===== src/rtl/care_scheduler.sv =====
// care_scheduler
//
// Sequences care actions into the pet statistics datapath. Button presses from six
// requesters are latched as pending work. Pending work is granted one action at a time,
// round-robin, as a single-cycle one-hot pulse. A fixed cooldown follows each grant.
// The block also produces the periodic decay tick. While fatigue is high it runs an
// autonomous sleep mode that issues a rest pulse after every tick.
//
// Ports:
//   clk       system clock, posedge
//   reset     asynchronous active-high reset
//   req       level requests: 0 feed, 1 play, 2 heal, 3 clean, 4 rest, 5 socialize
//   energy    fatigue stat from the stats block
//   action    registered one-hot pulse to the stats inputs bus (bits 7:6 always 0)
//   grant_id  index of the last granted action
//   tick      registered one-cycle decay strobe
//   busy      FSM not idle
//   asleep    FSM in sleep mode
module care_scheduler #(
    parameter int unsigned TICK_PERIOD = 1000,
    parameter int unsigned COOLDOWN    = 15,
    parameter int unsigned SLEEP_LEVEL = 12
) (
    input  logic       clk,
    input  logic       reset,
    input  logic [5:0] req,
    input  logic [3:0] energy,
    output logic [7:0] action,
    output logic [2:0] grant_id,
    output logic       tick,
    output logic       busy,
    output logic       asleep
);

    localparam int unsigned TW = $clog2(TICK_PERIOD);
    localparam int unsigned CW = $clog2(COOLDOWN + 1);

    typedef enum logic [1:0] {StIdle, StGrant, StCool, StSleep} state_e;

    state_e          state_q, state_d;
    logic [5:0]      req_q, req_d;
    logic [5:0]      pending_q, pending_d;
    logic [2:0]      last_grant_q, last_grant_d;
    logic [2:0]      grant_id_q, grant_id_d;
    logic [7:0]      action_q, action_d;
    logic            tick_q, tick_d;
    logic [TW-1:0]   tick_cnt_q, tick_cnt_d;
    logic [CW-1:0]   cool_q, cool_d;

    logic [5:0]      req_edge;
    logic [2:0]      winner;
    logic            found;
    logic [3:0]      rr_sum;
    logic [2:0]      rr_idx;

    assign req_edge = req & ~req_q;

    // Round-robin search starting one past the last granted action, wrapping at 6.
    always_comb begin
        winner = 3'd0;
        found  = 1'b0;
        rr_sum = 4'd0;
        rr_idx = 3'd0;
        for (int k = 1; k <= 6; k++) begin
            rr_sum = {1'b0, last_grant_q} + 4'(k);
            if (rr_sum >= 4'd6) begin
                rr_sum = rr_sum - 4'd6;
            end
            rr_idx = rr_sum[2:0];
            if (!found && pending_q[rr_idx]) begin
                found  = 1'b1;
                winner = rr_idx;
            end
        end
    end

    always_comb begin
        req_d        = req;
        state_d      = state_q;
        action_d     = 8'h00;
        grant_id_d   = grant_id_q;
        last_grant_d = last_grant_q;
        cool_d       = cool_q;
        pending_d    = pending_q | req_edge;

        // Free-running decay tick, independent of the FSM.
        tick_d = (tick_cnt_q == TW'(TICK_PERIOD - 1));
        if (tick_d) begin
            tick_cnt_d = '0;
        end else begin
            tick_cnt_d = tick_cnt_q + 1'b1;
        end

        unique case (state_q)
            StIdle: begin
                // Sleep takes priority over pending work.
                if (energy >= 4'(SLEEP_LEVEL)) begin
                    state_d = StSleep;
                end else if (|pending_q) begin
                    state_d    = StGrant;
                    grant_id_d = winner;
                    action_d   = 8'h01 << winner;
                end
            end
            StGrant: begin
                // A new edge on the granted bit in this cycle re-arms it.
                pending_d    = (pending_q & ~(6'h01 << grant_id_q)) | req_edge;
                last_grant_d = grant_id_q;
                cool_d       = CW'(COOLDOWN - 1);
                state_d      = StCool;
            end
            StCool: begin
                if (cool_q == '0) begin
                    state_d = StIdle;
                end else begin
                    cool_d = cool_q - 1'b1;
                end
            end
            StSleep: begin
                if (tick_q) begin
                    action_d = 8'h10;
                end
                // Leave only once no rest pulse is owed or in flight.
                if (energy == 4'd0 && !tick_q && !action_q[4]) begin
                    state_d = StIdle;
                end
            end
            default: state_d = StIdle;
        endcase
    end

    always_ff @(posedge clk or posedge reset) begin
        if (reset) begin
            state_q      <= StIdle;
            req_q        <= 6'h00;
            pending_q    <= 6'h00;
            last_grant_q <= 3'd5;
            grant_id_q   <= 3'd0;
            action_q     <= 8'h00;
            tick_q       <= 1'b0;
            tick_cnt_q   <= '0;
            cool_q       <= '0;
        end else begin
            state_q      <= state_d;
            req_q        <= req_d;
            pending_q    <= pending_d;
            last_grant_q <= last_grant_d;
            grant_id_q   <= grant_id_d;
            action_q     <= action_d;
            tick_q       <= tick_d;
            tick_cnt_q   <= tick_cnt_d;
            cool_q       <= cool_d;
        end
    end

    assign action   = action_q;
    assign grant_id = grant_id_q;
    assign tick     = tick_q;
    assign busy     = (state_q != StIdle);
    assign asleep   = (state_q == StSleep);

endmodule


===== config.mk =====
export PLATFORM = sky130hd
export DESIGN_NAME = care_scheduler
export DESIGN_NICKNAME = d
export VERILOG_FILES = /design/src/rtl/care_scheduler.sv
export SDC_FILE = /design/constraint.sdc
export NUM_CORES = 1
export LEC_CHECK = 0
export CAP_MARGIN = 20
export CORE_MARGIN = 5
export CORE_UTILIZATION = 40
export DETAILED_ROUTE_END_ITERATION = 6
export HOLD_SLACK_MARGIN = 0.12
export PLACE_DENSITY = 0.57
export SLEW_MARGIN = 20
export SYNTH_ARGS = -nofsm -noshare
export SYNTH_HDL_FRONTEND = slang
export SYNTH_SLANG_ARGS = --single-unit

===== constraint.sdc =====
create_clock -name clk -period 6.6 [get_ports clk]
set_input_delay 1.32 -clock clk [delete_from_list [all_inputs] [get_ports clk]]
set_output_delay 1.32 -clock clk [all_outputs]
set_load 0.005 [all_outputs]

# Word-level counts from Yosys, hierarchy flattened
# Cells that the tools add are included.
[op_classes]
n_addsub = 14
eq_ne = 8
n_reduce_logical = 23
bitwise = 7
magnitude_cmp = 13
shift = 2
mux = 42
[ops]
columns = ["operator", "n"]
rows = [
  ["$mux 3", 12],
  ["$ge 4x3->1 const B", 6],
  ["$lt 3x4->1 const B", 6],
  ["$bmux 1 s3", 6],
  ["$sub 3x3->3 const B", 6],
  ["$mux 8", 2],
  ["$pmux 8 s2", 1],
  ["$add 3x3->4 const B", 3],
  ["$and 6x6->6", 2],
  ["$not 6->6", 2],
  ["$or 6x6->6", 2],
  ["$mux 1", 11],
  ["$add 10x1->10 const B", 1],
  ["$eq 10x10->1 const B", 1],
  ["$mux 10", 1],
  ["$add 3x2->4 const B", 2],
  ["$logic_not 4->1", 2],
  ["$mux 2", 4],
  ["$pmux 2 s4", 1],
  ["$pmux 4 s2", 1],
  ["$shl 1x3->8 const A", 1],
  ["$logic_and 1x1->1", 7],
  ["$logic_not 1->1", 7],
  ["$mux 6", 1],
  ["17 further kinds", 21],
]
[word_totals]
output_inout_bits = 14
input_bits = 12
ff_bits = 43

# Longest topological paths before layout
# Gate-level depths: netlist of the first run.
[depth]
ltp_word = 25
depth_mapped = 13
mapped_depth_nobuf = 10

# Least setup slack after synthesis of the first run
# OpenSTA, ideal clock, no wires.
[synth_path]
kind = "reg2reg"
startpoint = "register last_grant_q[0]"
endpoint = "register action_q[0], in the netlist action[0]"
synth_period_minus_slack_ns = 3.035
slack_ns = 3.565
stages_incl_launch_ff = 13
arrival_ns = 2.955
path_buffers = 3
required_time_ns = 6.520
setup_time_ns = 0.080
cell_sequence = "dfstp_2 > buf_6 > buf_6 > inv_1 > ha_1 > buf_2 > o211ai_1 > o21a_1 > o32a_1 > a2111oi_2 > o21ai_1 > a211o_1 > nor3b_2"
[synth_via]
elab_chain_len = 25
word_cells_on_any_way = 61
cone_classes = "add/sub (12); order compare (6); shift (1); mux (32); reduce/logical (10)"
[synth_rtl]
columns = ["element", "line", "source"]
rows = [
  ["start: declaration", "43", "logic [2:0] last_grant_q, last_grant_d;"],
  ["start signal: assignment", "147", "last_grant_q <= last_grant_d;"],
  ["$add 3x1->4", "65", "rr_sum = {1'b0, last_grant_q} + 4'(k);"],
  ["$ge 4x3->1 / $sub 3x3->3 (equally long branches)", "66, 67", ""],
  ["$mux 3", "66", "if (rr_sum >= 4'd6) begin"],
  ["$bmux 1 s3", "70", "if (!found && pending_q[rr_idx]) begin"],
  ["$mux 1 (implied by the code)", "70", ""],
  ["$mux 1", "70", ""],
  ["$logic_not 1->1", "70", ""],
  ["$logic_and 1x1->1", "70", ""],
  ["(+10 left out)", "-", ""],
  ["$logic_not 1->1", "70", ""],
  ["$logic_and 1x1->1", "70", ""],
  ["$mux 3 (*)", "70", ""],
  ["$shl 1x3->8 (*)", "102", "action_d = 8'h01 << winner;"],
  ["$mux 8 (*)", "99", "end else if (|pending_q) begin"],
  ["$mux 8 (*)", "97", "if (energy >= 4'(SLEEP_LEVEL)) begin"],
  ["$pmux 8 s2 (*)", "94", "unique case (state_q)"],
  ["via action_d[0]", "45", "logic [7:0] action_q, action_d;"],
  ["end signal: assignment", "149", "action_q <= action_d;"],
  ["end: declaration", "45", ""],
]
# Mark *: on every way through the listed nets, which the timed path passes. The rest lies on a longest branch. The select of a mux whose other input is x is not followed.
# A chain may end at the register's enable or synchronous reset.

# Worst setup path after layout of the first run
# Same ends and word-level chain as after synthesis.

==> run metrics, run 1 <==
Core Area between 6000 and 7000 sq um; Die ar. slightly below 9000 sq um; Yosys reg bits 43; clk slew on worst S/H paths 0.09 ns; final max-slew violation count 0; Setup TNS Final 0 ns; power share of the clock group 0.098; post-placement cell count 393; CTS tree done; Switching Share 0.487; IR drop worst, VDD 0.162 mV; Initial Util 0.408; hold crit path type reg2reg; DP Area 3070 sq um; Setup CP Type reg2reg; WL/cell 14.9 um; Buffers on Ports 25; DRC 0; IO Count 26; Synth Instances 292; CP Launch Type flip-flop; Hold Worst Slack 0.418 ns; initial antenna violation count 0; syn_area_per_cell 9.44 sq um; Gate power share 0.660; GRT Total Usage 0.146; dpl ws just over 3 ns; P_int 0.898 mW; Finished Layout Cells 401; post-CTS sizing 0; pin count of the biggest net entering global routing 44; final critical-path share of the clock period 0.532; Main synth FF type dfrtp_1; Final Power 1.75 mW; Seq pwr share 0.243; Area contributors post-synth dfrtp_1, ha_1, o21ai_0, nand2_1, mux2i_1; Lkg Pwr 1.31 nW; final WL 5960 um; status finished, final reports clean; die height 93.0 um; H-tree levels 2; layout cell share with drive strength beyond 1 0.0935; clk root buf clkbuf_8; Synth top area share 0.372; worst-skew pair later-pin latency 0.30 ns; final worst slack about 3.1 ns; asr flop ratio synth 1.00; Die Wd 93.0 um; Pre-antenna DRT Iters 4; Max Clock Skew 0.0109 ns; fin nets 349; WP data arrival ~3.7 ns; Placer Congestion 0.853; clock sink total 43; HP Start req_q[5]; sequential-to-total area share from yosys stat 0.391; pwr dens ~550 nW/um^2; R2R Setup Slk 3.09 ns; CTS buffer count 5; Synth Warn # 0; grt ovf 0; Slew headroom 0.482; row count 30; Final Hold Viols 0; Post-synth EDFFs 0; first-pass GRT wire length 10200 um; P&R area growth vs syn 14.7%; Hold Path Sink pending_q[5]; r2r endpoint action[0]; vias in the first global route 2066; area of the mapped netlist 2760 sq um; Clock Path Buffers 2; post-route cell area 3160 sq um; max cap viols 0; cell taking the most area after synthesis dfrtp_1; Util after Layout 0.468; crit path time final 3.51 ns; measured slew at the worst slew-check pin 0.765 ns; r2r startpoint last_grant_q[0]; post-CTS setup repair buffer count 0; via count 2191; Synth cell types 62; RSZ-0062 raised after global routing false; CP max FO 20; R2R cell count 9; detailed router's first-iteration violation count 160; vias per inst 5.46; Max Fclk 285 MHz; Setup crit end kind flip-flop; Crit path required time 6.83 ns; hold path depth 1; post-DP HPWL 4440 um; sw power around 0.85 mW; CTS Hold Bufs 0; endpoints failing setup 0; post-route antenna net violation count 0; n_diodes 0
[critical path, cell delays in order, from the launching register on]
cell,delay [ns]
dfstp_2,0.80
inv_1,0.18
ha_1,0.60
o21ai_0,0.26
and3_4,0.26
o32a_1,0.34
a2111oi_2,0.37
o21ai_1,0.14
a211o_1,0.33
nor3b_2,0.15
[cells by family (layout without fill, tap and decap cells)]
logic type / after synthesis / after routing / share of synthesized area
and+or+nand+nor: 106 / 106 / 0.210
other: 1 / 2 / 0.00136
DFF: 43 / 43 / 0.391
muxes: 13 / 13 / 0.0499
xor gates and xnor gates: 15 / 15 / 0.0476
buffers and inverters: 26 / 54 / 0.0472
AOI/OAI and AO/OA: 71 / 71 / 0.176
adders and majority gates: 17 / 17 / 0.0771
[cells in the mapped netlist, drive strengths merged, types with 2 or more instances]
library cell   n
a211o          2
a211oi         2
a21o           5
a21oi          9
and2           2
and3           3
buf            6
dfrtp         41
dfstp          2
ha            17
inv           19
mux2           3
mux2i         10
nand2         31
nand2b         5
nand3         13
nand3b         3
nand4          2
nand4b         3
nor2          16
nor2b          3
nor3           6
nor3b          3
nor4           3
o211ai         5
o21a           2
o21ai         26
o311ai         5
o31ai          3
or3            8
or4            2
xnor2         10
xor2           5
[worst max path at each step]
stage / startpoint / slack (ns) / endpoint / cells after the start
2_1_floorplan: last_grant_q[0] / 3.57 / action[0] / 12
3_3_place_gp: last_grant_q[0] / 3.16 / action[4] / 9
3_5_place_dp: last_grant_q[0] / 3.11 / action[4] / 9
4_1_cts: last_grant_q[0] / 3.11 / action[0] / 9
5_1_grt: last_grant_q[0] / 2.75 / action[4] / 9
6_report: last_grant_q[0] / 3.09 / action[0] / 9
[power groups by stage]
stage                     Clock (mW)  Sequential (mW)  Combinational, mW
after floorplan                    0            0.381              0.940
after global placement             0            0.428               1.14
after detailed placement           0            0.430               1.14
after CTS                      0.178            0.425               1.14
after global routing           0.189            0.441               1.28
final                          0.171            0.424               1.15
[cells in the final DEF (no fill, tap or decap), types with 3 or more instances in the layout]
master / instances
dfrtp_1: 41
nand2_1: 31
clkdlybuf4s50_1: 25
o21ai_0: 24
inv_1: 17
ha_1: 17
nor2_1: 16
nand3_1: 12
xnor2_1: 10
mux2i_1: 9
a21oi_1: 8
or3_1: 7
xor2_1: 5
nor3_1: 5
nand2b_1: 5
o211ai_1: 5
a21o_1: 5
clkbuf_8: 5
o311ai_0: 4
nand4b_1: 3
mux2_2: 3
nand3b_1: 3
nor4_1: 3
o31ai_1: 3
nor2b_1: 3
[registers in the layout (all words and copies together) (netlist names)]
register / count
tick_cnt_q: 10
action: 8
pending_q: 6
req_q: 6
cool_q: 4
grant_id: 3
last_grant_q: 3
state_q: 2
tick: 1
[final cells by class]
class	instances	area, sq um
multi-input cells	224	1550
flip-flops and latches	43	1080
repair buffers	27	265
clock buffers	5	68.8
fillers	664	3590
inverters	19	71.3
clock inverters	3	25.0
well taps	80	100
[metal layers]
layer | part of all wire | track usage | up-vias
li1 | - | - | 1104
met1 | 0.49 | 0.209 | 1037
met2 | 0.45 | 0.221 | 42
met3 | 0.044 | 0.0314 | 8
met4 | 0.015 | 0.0403 | 0
met5 | 0 | 0 | -
No activity file was read; power rests on OpenSTA's default activity.
==> run 2, diff against run 1 <==
--- a/config.mk
+++ b/config.mk
@@ -10,7 +10,7 @@
 export CORE_UTILIZATION = 40
 export DETAILED_ROUTE_END_ITERATION = 6
 export HOLD_SLACK_MARGIN = 0.12
-export PLACE_DENSITY = 0.57
+export PLACE_DENSITY = 0.59
 export SLEW_MARGIN = 20
 export SYNTH_ARGS = -nofsm -noshare
 export SYNTH_HDL_FRONTEND = slang
==> constraint.sdc (replaced) <==
create_clock -name clk -period 2.94 [get_ports clk]
set_input_delay 0.588 -clock clk [delete_from_list [all_inputs] [get_ports clk]]
set_output_delay 0.588 -clock clk [all_outputs]
set_load 0.005 [all_outputs]
==> run 2 against run 1 <==
Global-route usage increased by 0.16 points. Largest power group unchanged. Sequential cell count unchanged. Critical path type unchanged. Count of clock-buffer cells in the layout unchanged.
==> run metrics, run 2 (synthesis gave the netlist of run 1 again) <==
Initial Util 0.408 (unchanged); row count 30 (unchanged); CTS buffer count 5 (unchanged); clk root buf clkbuf_8 (unchanged); CP max FO 5 (was 20); clk slew on worst S/H paths 0.09 ns (about the same); final WL 6100 um (was 5960 um); Pre-antenna DRT Iters 4 (unchanged); final worst slack 0.0874 ns (was 3.09 ns); status finished, final reports clean (unchanged); n_diodes 0 (unchanged); P&R area growth vs syn 26.0% (was 14.7%); Crit path required time 3.16 ns (was 6.83 ns); grt ovf 0 (unchanged); r2r startpoint last_grant_q[2] (was last_grant_q[0]); endpoints failing setup 0 (unchanged); layout cell share with drive strength beyond 1 0.196 (was 0.0935); post-route cell area 3480 sq um (was 3160 sq um); WP data arrival 3.08 ns (was 3.74 ns); Hold Worst Slack 0.414 ns (was 0.418 ns); GRT Total Usage 0.147 (was 0.146); fin nets 370 (was 349); total length of routed met2 wires 2950 um (was 2670 um); pwr dens 1340 nW/um^2 (was 553 nW/um^2); Final Hold Viols 0 (unchanged); Lkg Pwr 1.46 nW (was 1.31 nW); Setup CP Type reg2reg (unchanged); Core Area 6760 sq um (unchanged); vias in the first global route 2137 (was 2066); first-pass GRT wire length 10200 um (about the same); post-route antenna net violation count 0 (unchanged); final max-slew violation count 0 (unchanged); Setup crit end kind flip-flop (unchanged); M1 wire length 2900 um (was 2940 um); via count 2274 (was 2191); Max Fclk 351 MHz (was 285 MHz); initial antenna violation count 0 (unchanged); clock sink total 43 (unchanged); crit path time final 2.85 ns (was 3.51 ns); measured slew at the worst slew-check pin 0.630 ns (was 0.765 ns); Placer Congestion 0.918 (was 0.853); detailed router's first-iteration violation count 109 (was 160); worst-skew pair later-pin latency 0.30 ns (about the same); IO Count 26 (unchanged); dpl ws 0.0268 ns (was 3.11 ns); DRC 0 (unchanged); vias per inst 5.39 (was 5.46); Max Clock Skew 0.00867 ns (was 0.0109 ns); hold crit path type reg2reg (unchanged); IR drop worst, VDD 0.395 mV (was 0.162 mV); Critical path origin last_grant_q[2] (was last_grant_q[0]); top routing layer used met4 (unchanged); WL/cell 14.4 um (was 14.9 um); CTS tree done (unchanged); WL met3 194 um (was 260 um); H-tree levels 2 (unchanged); Die Wd 93.0 um (unchanged); final critical-path share of the clock period 0.970 (was 0.532); die height 93.0 um (unchanged); most frequent cells in the layout dfrtp_1, nand2_1, clkdlybuf4s50_1 (unchanged); Buffers on Ports 25 (unchanged); DP Area 3240 sq um (was 3070 sq um); post-DP HPWL 4590 um (was 4440 um); pin count of the biggest net entering global routing 44 (unchanged); max cap viols 0 (unchanged); HP Start req_q[2] (was req_q[5]); most flop-heavy register tick_cnt_q (unchanged); CP Launch Type flip-flop (unchanged); Die ar. 8650 sq um (unchanged); Slew headroom 0.574 (was 0.482); most common cell after layout, fill and taps aside dfrtp_1 (unchanged); max FFs per register 10 (unchanged); Util after Layout 0.514 (was 0.468); Clock Path Buffers 2 (unchanged)
run 2: cell count changes in the layout (fill, tap and decap cells not counted), sizes merged:
cell      change
clkinvlp      -1
bufinv        +1
buf          +21
run 2: repair_timing:
| action | 4_1_cts | 5_1_grt |
|---|---|---|
| resized for setup | 0 | 19 |
| hold buffers | 0 | 0 |
| buffers inserted | 0 | 3 |
| setup endpoints to repair | 0 | 9 |
run 2: critical path, cell delays in order, from the launching register on:
cell and delay (ns):
dfstp_2 0.56, inv_4 0.06, ha_4 0.23, a211oi_4 0.23
xnor2_2 0.16, buf_4 0.15, nand3b_1 0.14, and3_1 0.19
a21o_1 0.19, a311o_1 0.36, a211o_1 0.35, o22ai_1 0.17
run 2: final timing paths:
kind / endpoint / slack (ns) / cells past startpoint
worst max-delay path: action[4] / 0.09 / 11
worst min-delay path: pending_q[2] / 0.41 / 1
worst max register to register: action[4] / 0.09 / 11
worst min register to register: pending_q[2] / 0.41 / 1
max in group asynchronous: last_grant_q[1] / 1.82 / 3
min in group asynchronous: action[7] / 0.70 / 3
run 2: metrics by stage:
| stage | setup TNS (ns) | total power [mW] | cells |
|---|---|---|---|
| 3_3_place_gp | 0 | 3.85 | 411 |
| 4_1_cts | 0 | 4.33 | 419 |
| 3_5_place_dp | 0 | 3.83 | 411 |
| 6_report | 0 | 4.66 | 422 |
| 2_1_floorplan | -0.0135 | 3.06 | 293 |
| 5_1_grt | -0.0368 | 5.06 | 422 |
run 2: area by class of cell:
type / count / area (sq um)
fillers: 629 / 3280
multi-input cells: 224 / 1680
repair buffers: 48 / 427
inverters: 19 / 78.8
well taps: 80 / 100
clock inverters: 3 / 43.8
flip-flops and latches: 43 / 1080
clock buffers: 5 / 68.8
run 2: per-layer routing:
metal / global-route usage / vias to the layer above
li1: - / 1152
met1: 0.202 / 1091
met2: 0.237 / 26
met3: 0.0290 / 5
met4: 0.0403 / 0
met5: 0 / -
run 2: power breakdown:
part | internal (mW) | total [mW] | switching [mW]
Combinational | 1.55 | 3.30 | 1.75
Sequential | 0.736 | 0.901 | 0.165
Clock | 0.253 | 0.462 | 0.209
Total | 2.54 | 4.66 | 2.12
